`config.mk`:
```
export PLATFORM = sky130hd
export DESIGN_NAME = alu_seq16
export DESIGN_NICKNAME = d
export VERILOG_FILES = /design/src/rtl/alu_seq16_pkg.sv /design/src/rtl/mul16_shiftadd.sv /design/src/rtl/alu_seq16.sv
export SDC_FILE = /design/constraint.sdc
export NUM_CORES = 1
export LEC_CHECK = 0
export CORE_MARGIN = 2
export CORE_UTILIZATION = 55
export DETAILED_ROUTE_END_ITERATION = 8
export GPL_TIMING_DRIVEN = 1
export PLACE_DENSITY = 0.83
export SLEW_MARGIN = 0
export SYNTH_ARGS = -nofsm -noshare
export SYNTH_HDL_FRONTEND = slang
export SYNTH_SLANG_ARGS = --single-unit
```
`constraint.sdc`:
```
create_clock -name clk -period 11.7 [get_ports clk]
set_input_delay 1.17 -clock clk [delete_from_list [all_inputs] [get_ports clk]]
set_output_delay 1.17 -clock clk [all_outputs]
set_load 0.01 [all_outputs]
```
`src/rtl/alu_seq16_pkg.sv`:
```
// Shared definitions for the sequential 16-bit ALU: widths, opcode
// constants, FSM state encoding and the single-cycle operation helper.
package alu_seq16_pkg;

  localparam int WIDTH    = 16;
  localparam int MUL_ITER = 16;
  localparam int CNT_W    = 5;

  localparam logic [2:0] OP_ADD = 3'b000;
  localparam logic [2:0] OP_SUB = 3'b001;
  localparam logic [2:0] OP_AND = 3'b010;
  localparam logic [2:0] OP_OR  = 3'b011;
  localparam logic [2:0] OP_XOR = 3'b100;
  localparam logic [2:0] OP_NOT = 3'b101;
  localparam logic [2:0] OP_SHL = 3'b110;
  localparam logic [2:0] OP_MUL = 3'b111;

  typedef enum logic {
    ST_IDLE = 1'b0,
    ST_MUL  = 1'b1
  } state_t;

  typedef struct packed {
    logic [WIDTH-1:0] value;
    logic             carry;
  } alu_out_t;

  // Evaluates every opcode that finishes in one cycle. MUL is handled by
  // the iterative datapath, so it yields zero here and is never used.
  function automatic alu_out_t alu_eval(input logic [2:0] op,
                                        input logic [WIDTH-1:0] a,
                                        input logic [WIDTH-1:0] b);
    alu_out_t   r;
    logic [WIDTH:0] wide;
    r    = '0;
    wide = '0;
    case (op)
      OP_ADD: begin
        wide    = {1'b0, a} + {1'b0, b};
        r.value = wide[WIDTH-1:0];
        r.carry = wide[WIDTH];
      end
      OP_SUB: begin
        // Bit WIDTH of the extended difference is the unsigned borrow.
        wide    = {1'b0, a} - {1'b0, b};
        r.value = wide[WIDTH-1:0];
        r.carry = wide[WIDTH];
      end
      OP_AND: r.value = a & b;
      OP_OR:  r.value = a | b;
      OP_XOR: r.value = a ^ b;
      OP_NOT: r.value = ~a;
      OP_SHL: begin
        r.value = {a[WIDTH-2:0], 1'b0};
        r.carry = a[WIDTH-1];
      end
      default: r = '0;
    endcase
    return r;
  endfunction

endpackage

```
`src/rtl/mul16_shiftadd.sv`:
```
// Shift-add unsigned multiplier datapath, one iteration per step strobe.
// The controlling FSM sees the post-step product combinationally so the
// final result can be registered on the same edge as the last iteration.
module mul16_shiftadd
  import alu_seq16_pkg::*;
(
  input  logic                 clk,
  input  logic                 rst,
  input  logic                 load,
  input  logic                 step,
  input  logic [WIDTH-1:0]     multiplicand,
  input  logic [WIDTH-1:0]     multiplier,
  output logic [2*WIDTH-1:0]   product_next,
  output logic                 last
);

  logic [2*WIDTH-1:0] partial;
  logic [2*WIDTH-1:0] addend;
  logic [WIDTH-1:0]   mcand;
  logic [WIDTH-1:0]   mplier;
  logic [CNT_W-1:0]   count;

  // Adds the multiplicand weighted by the current bit position whenever the
  // multiplier bit being examined is set.
  always_comb begin
    addend       = {{WIDTH{1'b0}}, mcand} << count;
    product_next = mplier[0] ? (partial + addend) : partial;
    last         = (count == CNT_W'(MUL_ITER - 1));
  end

  // Operand capture on load, then one shift/accumulate per step.
  always_ff @(posedge clk) begin
    if (rst) begin
      partial <= '0;
      mcand   <= '0;
      mplier  <= '0;
      count   <= '0;
    end else if (load) begin
      partial <= '0;
      mcand   <= multiplicand;
      mplier  <= multiplier;
      count   <= '0;
    end else if (step) begin
      partial <= product_next;
      mplier  <= mplier >> 1;
      count   <= count + CNT_W'(1);
    end
  end

endmodule

```
`src/rtl/alu_seq16.sv`:
```
// Sequential 16-bit ALU feeding an accumulator. Logic ops, add/sub and
// shift finish at the accepting edge; MUL runs 16 shift-add iterations.
// busy also covers the load-strobe cycle so a following start never sees
// an accumulator value that has not been written back yet.
module alu_seq16
  import alu_seq16_pkg::*;
(
  input  logic             clk,
  input  logic             rst,
  input  logic             start,
  input  logic [2:0]       opcode,
  input  logic [WIDTH-1:0] acc_in,
  input  logic [WIDTH-1:0] operand,
  output logic [WIDTH-1:0] result,
  output logic             acc_load,
  output logic             busy,
  output logic             zero,
  output logic             carry
);

  state_t               state;
  state_t               state_next;
  logic                 accept;
  logic                 mul_load;
  logic                 mul_step;
  logic                 mul_last;
  logic [2*WIDTH-1:0]   mul_product;
  alu_out_t             alu_res;

  assign busy    = (state == ST_MUL) | acc_load;
  assign accept  = start & ~busy;
  assign alu_res = alu_eval(opcode, acc_in, operand);

  mul16_shiftadd u_mul (
    .clk          (clk),
    .rst          (rst),
    .load         (mul_load),
    .step         (mul_step),
    .multiplicand (acc_in),
    .multiplier   (operand),
    .product_next (mul_product),
    .last         (mul_last)
  );

  // State register.
  always_ff @(posedge clk) begin
    if (rst) state <= ST_IDLE;
    else     state <= state_next;
  end

  // Next-state and multiplier control.
  always_comb begin
    state_next = state;
    mul_load   = 1'b0;
    mul_step   = 1'b0;
    case (state)
      ST_IDLE: begin
        if (accept && (opcode == OP_MUL)) begin
          state_next = ST_MUL;
          mul_load   = 1'b1;
        end
      end
      ST_MUL: begin
        mul_step = 1'b1;
        if (mul_last) state_next = ST_IDLE;
      end
      default: state_next = ST_IDLE;
    endcase
  end

  // Result, flags and load strobe, written only on completion edges.
  always_ff @(posedge clk) begin
    if (rst) begin
      result   <= '0;
      acc_load <= 1'b0;
      zero     <= 1'b0;
      carry    <= 1'b0;
    end else begin
      acc_load <= 1'b0;
      if ((state == ST_IDLE) && accept && (opcode != OP_MUL)) begin
        result   <= alu_res.value;
        carry    <= alu_res.carry;
        zero     <= (alu_res.value == '0);
        acc_load <= 1'b1;
      end else if (mul_step && mul_last) begin
        result   <= mul_product[WIDTH-1:0];
        carry    <= |mul_product[2*WIDTH-1:WIDTH];
        zero     <= (mul_product[WIDTH-1:0] == '0);
        acc_load <= 1'b1;
      end
    end
  end

endmodule

```
# Word-level counts from Yosys, hierarchy flattened
# Index checks and enable logic that the tools add are counted.
dict set report totals {
  word_cells 60
  input_bits 38
  reg_bits 89
}
dict set report op_classes {
  shift 1
  muxes 18
  n_eq_ne 9
  bitwise_logic 8
  add_sub_neg 4
  n_reduce_logical 11
}
# op n
set ops {}
lappend ops {{case mux 16 bit (7 select lines)} 1}
lappend ops {{2-to-1 mux 16 bit} 4}
lappend ops {{adder 32 bit} 1}
lappend ops {{logical NOT 16 bit} 2}
lappend ops {{2-to-1 mux 32 bit} 1}
lappend ops {{<< shifter 16 x 5 -> 32 bit} 1}
lappend ops {{adder 16 x 16 -> 17 bit} 1}
lappend ops {{subtractor 16 x 16 -> 17 bit} 1}
lappend ops {{bitwise AND 16 bit} 1}
lappend ops {{inverter 16 bit} 1}
lappend ops {{bitwise OR 16 bit} 1}
lappend ops {{OR reduction 16 bit} 1}
lappend ops {{XOR 16 bit} 1}
lappend ops {{== test 3 bit, second input constant} 4}
lappend ops {{2-to-1 mux 1 bit} 10}
lappend ops {{== test 3 x 2 -> 1 bit, second input constant} 2}
lappend ops {{adder 5 x 1 -> 5 bit, second input constant} 1}
lappend ops {{== test 5 x 4 -> 1 bit, second input constant} 1}
lappend ops {{logical AND 1 bit} 4}
lappend ops {{nonzero test 2 bit} 2}
lappend ops {{== test 3 x 1 -> 1 bit, second input constant} 1}
lappend ops {{logical NOT 3 bit} 1}
lappend ops {{!= test 3 bit, second input constant} 1}
lappend ops {{case mux 1 bit (3 select lines)} 1}
lappend ops {{5 further kinds} 6}

# Longest topological paths before layout
dict set report logic_depth {
  ltp_word 7
  ltp_mapped 20
  ltp_nobuf 19
}

# By module
# Synthesis repeated with hierarchy kept, for this count alone.
dict set report unflattened {
  cells_unflattened 1329
  area_unflattened_um2 9839.4
}
# mod area_per_inst_um2 n_inst cells_each
set by_module_without_submodules {}
lappend by_module_without_submodules {mul16_shiftadd 5885.6 1 781}
lappend by_module_without_submodules {alu_seq16 3953.8 1 548}

# Worst setup path after synthesis
# Ideal clock, no wire load.
dict set report synth_path {
  path_type {reg2reg}
  startpoint {register u_mul.count[1]}
  endpoint {register carry}
  path_slack_ns 7.451
  required_ns 11.569
  period_less_slack_ns 4.249
  stages_incl_launch_ff 19
  t_arrival_ns 4.118
  cell_sequence {dfxtp_1 > buf_2 > buf_1 > clkbuf_1 > mux4_2 > a32oi_1 > mux2i_1 > o2bb2ai_1 > ha_1 > a21oi_2 > o21ai_0 > or2_0 > o31a_4 > a311oi_2 > xnor2_1 > nor4_1 > a21oi_1 > nor4_1 > a31oi_1}
}
dict set report synth_between {
  elab_chain_cells 6
}
# element line
set synth_lines {}
lappend synth_lines {{start, declared} mul16_shiftadd.sv:21} ;# logic [CNT_W-1:0] count;
lappend synth_lines {{start signal, assigned} mul16_shiftadd.sv:46} ;# count <= count + CNT_W'(1);
lappend synth_lines {{<< shifter 16 x 5 -> 32 bit} mul16_shiftadd.sv:26} ;# addend = {{WIDTH{1'b0}}, mcand} << count;
lappend synth_lines {{adder 32 bit} mul16_shiftadd.sv:27} ;# product_next = mplier[0] ? (partial + addend) : partial;
lappend synth_lines {{2-to-1 mux 32 bit} mul16_shiftadd.sv:27}
lappend synth_lines {{OR reduction 16 bit} alu_seq16.sv:87} ;# carry <= |mul_product[2*WIDTH-1:WIDTH];
lappend synth_lines {{2-to-1 mux 1 bit} alu_seq16.sv:85} ;# end else if (mul_step && mul_last) begin
lappend synth_lines {{2-to-1 mux 1 bit} alu_seq16.sv:80} ;# if ((state == ST_IDLE) && accept && (opcode != OP_MUL)) begin
lappend synth_lines {{end signal, assigned} alu_seq16.sv:82} ;# carry <= alu_res.carry;
lappend synth_lines {{end signal, assigned} alu_seq16.sv:87}
lappend synth_lines {{end, declared} alu_seq16.sv:18} ;# output logic carry
# Parallel ways exist; a longest one is shown, timed or not. The select of a mux whose other input is x is not followed.
# A chain may end at the register's enable or synchronous reset.

# Worst setup path in the final report
# Ends and elaborated chain as after synthesis.

==> summary.md <==
| Metric | Value |
|---|---|
| TritonRoute pass-1 iters | 7 |
| Count of port buffers added during placement | 57 |
| WL met3 | ~2300 microns |
| Combined global-route utilization of all metal layers | between 30% and 40% |
| Final instance count without filler cells | about 1500 |
| Post-cts sizing count | 0 |
| Post-CTS clock slew at the launch and capture registers of the worst setup and hold paths | 0.07 ns |
| Kind of start point of the critical path | flip-flop |
| Std cell rows | 47 |
| Layout cells sized above 1 | ~6.7% |
| Combined area of the multi-input logic cells | just under 0.007 sq mm |
| Result of the run | completed |
| Clock insertion delay at the later pin of the skew report | roughly 0.36 ns |
| Chip height | 133 microns |
| Part of the cycle the worst path needs | 43.5% |
| Final hold violation count | 0 |
| Pwr dens | between 80 and 90 mW/mm^2 |
| Commonest register cell after synthesis | dfxtp_1 |
| Met2 Routed Length | roughly 13000 microns |
| Cell types with the largest area share after synthesis | dfxtp_1, ha_1, nand2_1 |
| Effective utilization at floorplan | 55.6% |
| Max IR drop VDD | between 80 and 90 uV |
| Overall die area | approximately 0.018 sq mm |
| Max Slew Vio Count | 0 |
| Crit path max-delay family | compound AO/OA/AOI/OAI gates |
| Maximum clock skew at final layout | 0.0130 ns |
| Cts bufs inserted | 9 |
| Area share of the largest cell type after synthesis | 19.5% |
| Kind of capture point of the worst setup path | flip-flop |
| Global-route wire length before repair | 46000 microns |
| Antenna diode instance count | 0 |
| Netlist area before placement | 0.00913 sq mm |
| Overflow left after global routing | 0 |
| Ordered list of cells on the worst path | mux2_2 -> o21ai_0 -> nor2_1 -> a21oi_1 -> nand2_1 -> o21ai_0 -> nor2_1 -> ha_1 -> a21oi_1 -> o21ai_0 -> or2_0 -> o31a_4 -> a311oi_2 -> xnor2_1 -> nor4_1 -> a21oi_1 -> nor4_1 -> a31oi_1 |
| Growth of design area from synthesis to finish | 9.83% |
| Sw frac | 33.8% |
| Final WL | just under 30000 microns |
| Via count of the first global-routing pass | approximately 8800 |
| Max Buffers Root-to-Sink | 2 |
| Number of distinct library cells after synthesis | between 90 and 100 |
| Die X-Extent | approximately 130 microns |
| Total number of vias | ~9500 |
| Sequential cell area | around 0.0018 sq mm |
| Critical path type | flip-flop to flip-flop |
| Delay of the slowest critical-path stage | 1.03 ns |
| Peak clock frequency supported by timing | about 200 MHz |
| Synth async-reset ratio | 0% |
| Transition time at the pin with the least slew margin | ~1.3 ns |
| Flip-flop and latch count after synthesis | 89 |
| Most frequently used cell type in the post-synthesis netlist | nand2_1 |
| Post-synth top cells | nand2_1, nor2_1, a21oi_1 |
| Clock tree from TritonCTS | yes |
| Gate count after technology mapping | 1247 |
| Final number of setup-violating endpoints | 0 |
| Max_cap viols | 0 |
| Combinational group share of total power | a little over a quarter |
| Net count after synthesis | roughly 1400 |
| Final #Nets | 1369 |
| Hold-fix buffers, CTS | 0 |
| Relative contribution of sequential cells to total power | between 30% and 40% |
| Arrival time at the worst endpoint | 5.31 ns |
| Power share of the clock group | 35.9% |
| Cell taking the most area after synthesis | dfxtp_1 |
| Cell internal pwr | around 0.00057 W |
| Unrepaired setup endpoints after global routing | no |
| Number of sinks on the clock net | 89 |
| Critical-path cell with the highest stage delay | dfxtp_1 |
| Hold Slack | about 0.46 ns |
| Largest net degree at the start of global routing | 67 |
| Metal1 wirelength | between 10000 and 15000 microns |
| Root buffer selected by CTS | clkbuf_16 |
| CP Data Required Time | around 12 ns |
| Relative slew slack | roughly 15% |
| Area of the placeable core | about 0.016 sq mm |
| Post-detailed-route via-to-cell ratio | between 6 and 7 |
| Biggest fanout along the worst timing path | 28 |
| Post-layout power | about 0.00086 W |
| Maximum level of the CTS H-tree | 3 |
| Power spent charging and discharging nets | approximately 0.00029 W |
| Fill count | roughly 1500 |
| I/O pin count | 58 |
| Post-route ant nets | 0 |
| Number of placed cells counting well taps | 1456 |
| # Post-CTS Setup Buffers | 0 |
| CP bufs+invs | 0 |
| Number of enable-type register cells in the synthesized netlist | 0 |
| Detailed placement HPWL | 21400 microns |
| GP Congestion | 1.01 |
| Hold WC Path Type | flip-flop to flip-flop |
| Avg Synthesized Cell Area | 7.32 sq um |
| YS warnings | 0 |
| Setup TNS after final layout | 0 ns |
| Number of DRC markers after the initial detailed-route iteration | between 1000 and 1500 |
| DRC violations left | 0 |
| Uppermost layer routed | met4 |
| Routed WL per cell | between 15 and 20 microns |
| Antenna violations before repair | 0 |
| Register area share after synthesis | around a fifth |
| Leak pwr | just under 4 nW |
| Shortest clock period the worst path allows after layout | 5.09 ns |
## path summary, 6_finish.rpt
check	startpoint	endpoint	slack, ns	cells after the start
min reg2reg	u_mul.mplier[2]	u_mul.mplier[2]	0.46	2
max	u_mul.count[1]	carry	6.61	18
max reg2reg	u_mul.count[1]	carry	6.61	18
min	u_mul.mplier[2]	u_mul.mplier[2]	0.46	2
## cell type report
cell class | instances | share of cell area, %
multi-input combinational | 1014 | 67.6
clock inverter | 7 | 0.774
clock buffer | 9 | 2.25
timing repair buffer | 67 | 6.34
inverter | 66 | 2.47
tap | 220 | 2.75
sequential | 89 | 17.8
## per-stage QoR
step / worst slack (ns) / instance area [sq um] / util [%]
floorplan: 7.45 / 9130 / -
global placement: 6.83 / 9720 / 59.3
detailed placement: 6.73 / 9720 / 59.3
CTS: 6.70 / 10000 / 61.1
global route: 6.19 / 10000 / 61.1
finish: 6.61 / 10000 / 61.1
## cells in the final DEF, fill, tap and decap left out, types with 12 or more instances in the layout
cell,netlist,layout
dfxtp_1,89,88
a221oi_1,12,12
xnor2_1,28,28
nor3_1,16,16
o22ai_1,12,12
nand3_1,15,15
ha_1,81,81
nand2b_1,12,12
a21oi_1,122,122
a211oi_1,31,31
nor2b_1,13,13
mux2i_1,45,45
a21o_1,14,14
nand2_1,163,163
inv_1,63,63
nand4_1,14,14
a22oi_1,18,18
clkdlybuf4s50_1,0,55
mux2_2,13,13
o211ai_1,16,16
o21ai_0,70,70
nor2_1,137,136
## state kept, by name (all words and copies together), names as in the netlist
register / cells
acc_load: 1
carry: 1
result: 16
state: 1
u_mul.count: 5
u_mul.mcand: 16
u_mul.mplier: 16
u_mul.partial: 32
zero: 1
## power groups by stage
stage | clock network (W) | logic (W) | registers (W)
6_report | 0.000309 | 0.000230 | 0.000322
5_1_grt | 0.000325 | 0.000249 | 0.000323
4_1_cts | 0.000312 | 0.000225 | 0.000322
3_5_place_dp | 0 | 0.000223 | 0.000329
3_3_place_gp | 0 | 0.000222 | 0.000329
2_1_floorplan | 0 | 0.000149 | 0.000327
## routing by layer
layer	GRT usage (%)	vias up
met1	43.5	4427
met2	51.9	471
met4	11.8	0
li1	-	4509
met5	0	-
met3	5.56	81
## logic make-up after synthesis
group	share of synthesized area (%)
buf+inv	6.22
simple gates	21.3
xor+xnor	3.74
fa+ha+maj	11.8
flops	19.5
mux	7.94
compound gates	29.5
## tightest hold or removal path: cells and delay by family, from the launching register on
| family | cells | cell delay, ns |
|---|---|---|
| AO/OA/AOI/OAI | 1 | 0.05 |
| flip-flops | 1 | 0.31 |
| AND/OR/NAND/NOR | 1 | 0.05 |
(Power assumes the default switching activity.)
